`config.mk`:
```
export PLATFORM = sky130hd
export DESIGN_NAME = interrupt_sequencer_flat
export DESIGN_NICKNAME = d
export VERILOG_FILES = /design/src/rtl/interrupt_sequencer_if.sv /design/src/rtl/interrupt_sequencer.sv /design/src/flat_wrapper.sv
export SDC_FILE = /design/constraint.sdc
export NUM_CORES = 1
export LEC_CHECK = 0
export CAP_MARGIN = 10
export CORE_MARGIN = 1
export CORE_UTILIZATION = 40
export DETAILED_ROUTE_END_ITERATION = 8
export PLACE_DENSITY_LB_ADDON = 0.08
export SLEW_MARGIN = 15
export SYNTH_ARGS = -nofsm -noshare
export SYNTH_HDL_FRONTEND = slang
export SYNTH_SLANG_ARGS = --single-unit
```
`constraint.sdc`:
```
create_clock -name clk -period 1.7 [get_ports clk]
set_input_delay 0.34 -clock clk [delete_from_list [all_inputs] [get_ports clk]]
set_output_delay 0.34 -clock clk [all_outputs]
set_load 0.02 [all_outputs]
```
`src/rtl/interrupt_sequencer_if.sv`:
```
// Memory bus used by the interrupt sequencer: address, write data, direction,
// ready handshake and read data for the vector fetches.
interface interrupt_sequencer_if;
    logic [15:0] addr_out;
    logic [7:0]  data_out;
    logic        rw;
    logic        ready;
    logic [7:0]  data_in;

    modport master (
        output addr_out,
        output data_out,
        output rw,
        input  ready,
        input  data_in
    );

    modport slave (
        input  addr_out,
        input  data_out,
        input  rw,
        output ready,
        output data_in
    );
endinterface

```
`src/rtl/interrupt_sequencer.sv`:
```
// 6502-style interrupt entry: push PCH/PCL/P, set I, fetch the vector and load the PC.
// Outputs decode from registered state only; the sp_dec/set_i pulses are registered copies of the advance.
//
// state    | meaning
// IDLE     | bus released, waiting for an accepted request at an instruction boundary
// PUSH_PCH | write return address high byte to the stack
// PUSH_PCL | write return address low byte to the stack
// PUSH_P   | write status byte (B marks BRK), set I on advance
// VEC_LO   | read vector low byte
// VEC_HI   | read vector high byte
// LOAD     | hand the assembled vector to the PC, then release the bus
module interrupt_sequencer (
    input  logic                          clk,
    input  logic                          rst,
    input  logic                          irq_n,
    input  logic                          nmi_n,
    input  logic                          brk_req,
    input  logic                          instr_done,
    input  logic [7:0]                    psr_in,
    input  logic [15:0]                   pc_in,
    input  logic [7:0]                    sp_in,
    interrupt_sequencer_if.master         bus,
    output logic                          busy,
    output logic                          sp_dec,
    output logic                          set_i,
    output logic                          pc_load,
    output logic [15:0]                   pc_vec,
    output logic                          done
);
    localparam logic [15:0] NMI_VEC = 16'hFFFA;
    localparam logic [15:0] IRQ_VEC = 16'hFFFE;

    typedef enum logic [2:0] {
        IDLE, PUSH_PCH, PUSH_PCL, PUSH_P, VEC_LO, VEC_HI, LOAD
    } state_t;

    typedef enum logic [1:0] {SRC_NMI, SRC_BRK, SRC_IRQ} src_t;

    state_t      state, state_n;
    src_t        src, accept_src;
    logic        accept;
    logic [15:0] pc_l;
    logic [7:0]  sp_l;
    logic [7:0]  p_l;
    logic [7:0]  vec_lo, vec_hi;
    logic        nmi_prev, nmi_pend;
    logic        sp_dec_q, set_i_q;
    logic        push_adv, p_adv, lo_adv, hi_adv;
    logic [15:0] addr_c;
    logic [7:0]  data_c;
    logic        rw_c;
    logic [15:0] vec_base;
    logic        unused_psr;

    assign unused_psr = ^psr_in[5:4];
    assign vec_base   = (src == SRC_NMI) ? NMI_VEC : IRQ_VEC;

    always_ff @(posedge clk) begin
        if (rst) begin
            state    <= IDLE;
            src      <= SRC_IRQ;
            pc_l     <= 16'h0000;
            sp_l     <= 8'h00;
            p_l      <= 8'h00;
            vec_lo   <= 8'h00;
            vec_hi   <= 8'h00;
            nmi_prev <= 1'b1;
            nmi_pend <= 1'b0;
            sp_dec_q <= 1'b0;
            set_i_q  <= 1'b0;
        end else begin
            state    <= state_n;
            nmi_prev <= nmi_n;
            sp_dec_q <= push_adv;
            set_i_q  <= p_adv;
            // a new falling edge wins over the clear of the NMI being accepted
            if (accept && accept_src == SRC_NMI)
                nmi_pend <= 1'b0;
            if (nmi_prev && !nmi_n)
                nmi_pend <= 1'b1;
            if (accept) begin
                src  <= accept_src;
                pc_l <= pc_in;
                sp_l <= sp_in;
                p_l  <= {psr_in[7:6], 1'b1, (accept_src == SRC_BRK), psr_in[3:0]};
            end
            if (push_adv)
                sp_l <= sp_l - 8'd1;
            if (lo_adv)
                vec_lo <= bus.data_in;
            if (hi_adv)
                vec_hi <= bus.data_in;
        end
    end

    always_comb begin
        state_n    = state;
        accept     = 1'b0;
        accept_src = SRC_IRQ;
        push_adv   = 1'b0;
        p_adv      = 1'b0;
        lo_adv     = 1'b0;
        hi_adv     = 1'b0;
        addr_c     = 16'h0000;
        data_c     = 8'h00;
        rw_c       = 1'b1;
        busy       = 1'b1;
        pc_load    = 1'b0;
        done       = 1'b0;
        case (state)
            IDLE: begin
                busy = 1'b0;
                if (instr_done) begin
                    if (nmi_pend) begin
                        accept     = 1'b1;
                        accept_src = SRC_NMI;
                    end else if (brk_req) begin
                        accept     = 1'b1;
                        accept_src = SRC_BRK;
                    end else if (!irq_n && !psr_in[2]) begin
                        accept     = 1'b1;
                        accept_src = SRC_IRQ;
                    end
                end
                if (accept)
                    state_n = PUSH_PCH;
            end
            PUSH_PCH, PUSH_PCL, PUSH_P: begin
                rw_c   = 1'b0;
                addr_c = {8'h01, sp_l};
                data_c = (state == PUSH_PCH) ? pc_l[15:8] :
                         (state == PUSH_PCL) ? pc_l[7:0]  : p_l;
                if (bus.ready) begin
                    push_adv = 1'b1;
                    case (state)
                        PUSH_PCH: state_n = PUSH_PCL;
                        PUSH_PCL: state_n = PUSH_P;
                        default: begin
                            p_adv   = 1'b1;
                            state_n = VEC_LO;
                        end
                    endcase
                end
            end
            VEC_LO: begin
                addr_c = vec_base;
                if (bus.ready) begin
                    lo_adv  = 1'b1;
                    state_n = VEC_HI;
                end
            end
            VEC_HI: begin
                addr_c = vec_base + 16'd1;
                if (bus.ready) begin
                    hi_adv  = 1'b1;
                    state_n = LOAD;
                end
            end
            LOAD: begin
                pc_load = 1'b1;
                done    = 1'b1;
                state_n = IDLE;
            end
            default: begin
                busy    = 1'b0;
                state_n = IDLE;
            end
        endcase
    end

    assign bus.addr_out = addr_c;
    assign bus.data_out = data_c;
    assign bus.rw       = rw_c;
    assign sp_dec       = sp_dec_q;
    assign set_i        = set_i_q;
    assign pc_vec       = {vec_hi, vec_lo};
endmodule

```
`src/flat_wrapper.sv`:
```
// flat-port wrapper written by rule: the top's interface ports become plain ports
module interrupt_sequencer_flat 
  (clk, rst, irq_n, nmi_n, brk_req, instr_done, psr_in, pc_in, sp_in, busy, sp_dec, set_i, pc_load, pc_vec, done, bus_addr_out, bus_data_out, bus_rw, bus_ready, bus_data_in);
  interrupt_sequencer_if bus_i ();
  input  logic clk;
  input  logic rst;
  input  logic irq_n;
  input  logic nmi_n;
  input  logic brk_req;
  input  logic instr_done;
  input  logic [7:0] psr_in;
  input  logic [15:0] pc_in;
  input  logic [7:0] sp_in;
  output logic busy;
  output logic sp_dec;
  output logic set_i;
  output logic pc_load;
  output logic [15:0] pc_vec;
  output logic done;
  output wire logic [$bits(bus_i.addr_out)-1:0] bus_addr_out;
  output wire logic [$bits(bus_i.data_out)-1:0] bus_data_out;
  output wire logic [$bits(bus_i.rw)-1:0] bus_rw;
  input wire logic [$bits(bus_i.ready)-1:0] bus_ready;
  input wire logic [$bits(bus_i.data_in)-1:0] bus_data_in;
  assign bus_addr_out = bus_i.addr_out;
  assign bus_data_out = bus_i.data_out;
  assign bus_rw = bus_i.rw;
  assign bus_i.ready = bus_ready;
  assign bus_i.data_in = bus_data_in;
  interrupt_sequencer u_core (.clk(clk), .rst(rst), .irq_n(irq_n), .nmi_n(nmi_n), .brk_req(brk_req), .instr_done(instr_done), .psr_in(psr_in), .pc_in(pc_in), .sp_in(sp_in), .bus(bus_i), .busy(busy), .sp_dec(sp_dec), .set_i(set_i), .pc_load(pc_load), .pc_vec(pc_vec), .done(done));
endmodule
```
==> results of run 1 <==
[cells by family after synthesis]
kind of cell,share of synthesized area [%]
compound gates,18.72
buf+inv,6.663
flops,44.68
mux,7.056
simple gates,22.39
fa+ha+maj,0.4899
[path summary, 6_finish.rpt]
path                                         to             from  slack (ns)  cells past startpoint
worst min register to register    u_core.p_l[6]    u_core.p_l[6]        0.45                      2
worst max register to register   u_core.pc_l[4]  u_core.state[2]       -0.14                      7
worst min-delay path             u_core.sp_l[0]              rst        0.44                      2
worst max-delay path            bus_data_out[0]  u_core.state[1]       -0.16                      5
[flip-flops by register name, indices dropped and copies added, names as in the netlist]
| signal | flops |
|---|---|
| u_core.p_l | 8 |
| u_core.pc_l | 16 |
| u_core.sp_l | 8 |
| u_core.state | 3 |
| u_core.vec_hi | 8 |
| u_core.nmi_pend | 1 |
| u_core.nmi_prev | 1 |
| u_core.set_i | 1 |
| u_core.sp_dec | 1 |
| u_core.vec_lo | 8 |
| u_core.src | 2 |
[final cells by class]
type	count	area share [%]
clock buffer	14	3.967
clock inverter	2	0.3052
inverter	6	0.5493
multi-input combinational	228	33.90
sequential	57	28.04
tap	75	2.289
timing repair buffer	127	30.94
[layout by cell type, fill, tap and decap left out, drive strengths merged]
| cell type | instances |
|---|---|
| o311ai | 1 |
| a2bb2oi | 3 |
| clkinv | 1 |
| o21ai | 6 |
| a31oi | 2 |
| o21ba | 3 |
| nand2 | 77 |
| a2111oi | 1 |
| mux2 | 8 |
| clkdlybuf4s50 | 61 |
| clkinvlp | 1 |
| nand3b | 1 |
| clkdlybuf4s15 | 2 |
| and2 | 1 |
| a21oi | 42 |
| a22oi | 8 |
| nand3 | 5 |
| nor2 | 33 |
| clkbuf | 16 |
| ha | 1 |
| o22ai | 2 |
| mux2i | 9 |
| a211oi | 1 |
| and3 | 2 |
| or3 | 2 |
| o211a | 2 |
| or2 | 2 |
| nor2b | 4 |
| nor3 | 1 |
| nand4 | 2 |
| o21bai | 1 |
| dfxtp | 57 |
| inv | 6 |
| o211ai | 2 |
| or4b | 1 |
| o2bb2a | 1 |
| buf | 62 |
| nor3b | 1 |
| nand2b | 3 |
[routing by layer]
layer / wire length, um / vias up / part of all wire (%) / track usage, %
li1: - / 1294 / - / -
met1: 3130 / 1186 / 44 / 25.63
met2: 3561 / 61 / 50 / 36.69
met4: 47 / 0 / 0.66 / 6.667
met5: 0 / - / 0 / 0
met3: 372 / 7 / 5.2 / 6.556
[report_power, final]
| group | internal (W) | total (W) | switching [W] |
|---|---|---|---|
| clock network | 0.000608 | 0.00112 | 0.000510 |
| logic | 0.000465 | 0.000879 | 0.000414 |
| registers | 0.00142 | 0.00148 | 0.0000628 |
| total | 0.00249 | 0.00348 | 0.000987 |
[repair_timing]
item,CTS,global route
gates resized for setup,173,24
pin swaps,9,17
gates cloned,2,4
buffers inserted,1,2
endpoints found under the setup margin,68,69
[worst reg2reg max path: stages, from the launching register on]
cell      delay [ns]
dfxtp_4         0.36
buf_4           0.14
or4b_4          0.54
o21bai_4        0.28
buf_6           0.17
buf_6           0.12
nand2_1         0.06
a21oi_1         0.06
[per-stage QoR]
stage / hold slack (ns) / power, W / instance area (um2) / TNS [ns]
after CTS: 0.4138 / 0.003441 / 3965 / -5.223
final: 0.4379 / 0.003479 / 4100 / -4.923
after global placement: 0.4389 / 0.002234 / 3645 / -15.68
after detailed placement: 0.4442 / 0.002244 / 3645 / -16.56
after floorplan: 0.4202 / 0.001908 / 2557 / -0.02774
after global routing: 0.4423 / 0.003663 / 4100 / -8.781
==> metrics.md, run 1 <==
| Metric | Value |
|---|---|
| Status | `finished with violations` |
| Failing checks | `negative setup slack` |
| Crit path largest cell delay | `0.37 ns` |
| WP data arrival | `1.52 ns` |
| Asr flop ratio synth | `0%` |
| Post-Syn Nets | `367` |
| Grt total ovfl | `0` |
| Die Ht | `81.90 um` |
| Mapped Cells | `319` |
| ANT cells | `0` |
| # IOs | `93` |
| Share of cells above drive strength 1 | `28.57%` |
| Pwr per Cell Area | `848.5 nW/um2` |
| Final Wtd Congestion | `0.7866` |
| Leak pwr | `1.635 nW` |
| Min Tclk post-route | `1.863 ns` |
| Full die area | `6708 um2` |
| First-pass DRT Iterations | `4` |
| Total CTS buffers | `9` |
| Count of buffers from port buffering | `90` |
| Class of the worst hold path | `in2reg` |
| Core ar. | `6026 um2` |
| WL per Instance | `13.97 um` |
| Max-cap viol count | `0` |
| Clock sink count | `57` |
| Nets | `477` |
| Total track usage | `21.50%` |
| Register area share after synthesis | `44.68%` |
| Area share of the largest cell type after synthesis | `44.68%` |
| DR DRC count | `0` |
| Hold buffers post-CTS | `0` |
| Crit path required time | `1.36 ns` |
| Filler cell count | `521` |
| Max Freq | `536.9 MHz` |
| Seq cells post-synth | `57` |
| Slew margin rel. | `71.23%` |
| FP Rows | `28` |
| CTS max path bufs | `2` |
| Ys Warns | `0` |
| Crit-path cells | `buf_6, mux2_4, a22oi_2, nor2_2, buf_6` |
| Skew-Pair Late Insertion Delay | `0.33 ns` |
| WL final | `7.112 mm` |
| Number of synthesized flops with an enable pin | `0` |
| Critical path type | `reg2out` |
| DPL Wire Length | `4.547 mm` |
| Pin count of the biggest net entering global routing | `23` |
| DRT iter0 DRCs | `88` |
| Nature of the critical path startpoint | `flop` |
| Most frequent cells after synthesis | `77 x nand2_1, 57 x dfxtp_1, 42 x a21oi_1` |
| Register area | `1150 um2` |
| Cell family with most CP delay | `flip-flops` |
| CTS tree | `yes` |
| Area leader, netlist | `dfxtp_1` |
| Final Worst Setup Slack | `-0.1625 ns` |
| Clk root buf | `clkbuf_8` |
| Area of the multi-input gates | `1390 um2` |
| Setup Skew | `0.005977 ns` |
| Number of buffer and inverter stages on the critical path | `2` |
| Initial core utilization | `42.38%` |
| Dpl ws | `-0.3916 ns` |
| Vias in the first global route | `2366` |
| Crit Path Max Fanout | `4` |
| Final Slew Violations | `0` |
| Main synth FF type | `dfxtp_1` |
| H-Tree Depth | `3` |
| Final setup viols | `52` |
| Post-layout utilization of the core | `68.04%` |
| Clk slew on worst S/H paths | `0.06 ns` |
| Placed insts | `484` |
| Critical Path Most Common Cell | `buf_6` |
| Area Growth Syn to Fin | `60.56%` |
| Mean post-synth cell area | `8.005 um2` |
| Global-route wire length before repair | `10.91 mm` |
| Peak VDD IR | `0.8930 mV` |
| Synth area leaders | `dfxtp_1 45%, nand2_1 11%, a21oi_1 8.2%` |
| Initial antenna violation count | `0` |
| CP Capture Type | `output port` |
| Syn Std Cell Area | `2554 um2` |
| RSZ-0062 raised after global routing | `true` |
| Hold Vio Cnt, Final | `0` |
| Count leader, synth | `nand2_1` |
| Fin crit share | `109.6%` |
| Finished Layout Cells | `509` |
| Vias | `2548` |
| Avg Vias per Cell | `5.006` |
| Worst-margin pin slew | `0.4300 ns` |
| Die width | `81.90 um` |
| Slowest CP cell | `dfxtp_4` |
| Post-DRT Antenna Nets | `0` |
| Synth unique cells | `39` |
(Power assumes the default switching activity.)
==> run 2, diff against run 1 <==
--- a/config.mk
+++ b/config.mk
@@ -5,6 +5,7 @@
 export SDC_FILE = /design/constraint.sdc
 export NUM_CORES = 1
 export LEC_CHECK = 0
+export ABC_CLOCK_PERIOD_IN_PS = 1700
 export CAP_MARGIN = 10
 export CORE_MARGIN = 1
 export CORE_UTILIZATION = 40
==> results of run 2 <==
Same layout as run 1: the final DEF is identical, and so are final timing and power.
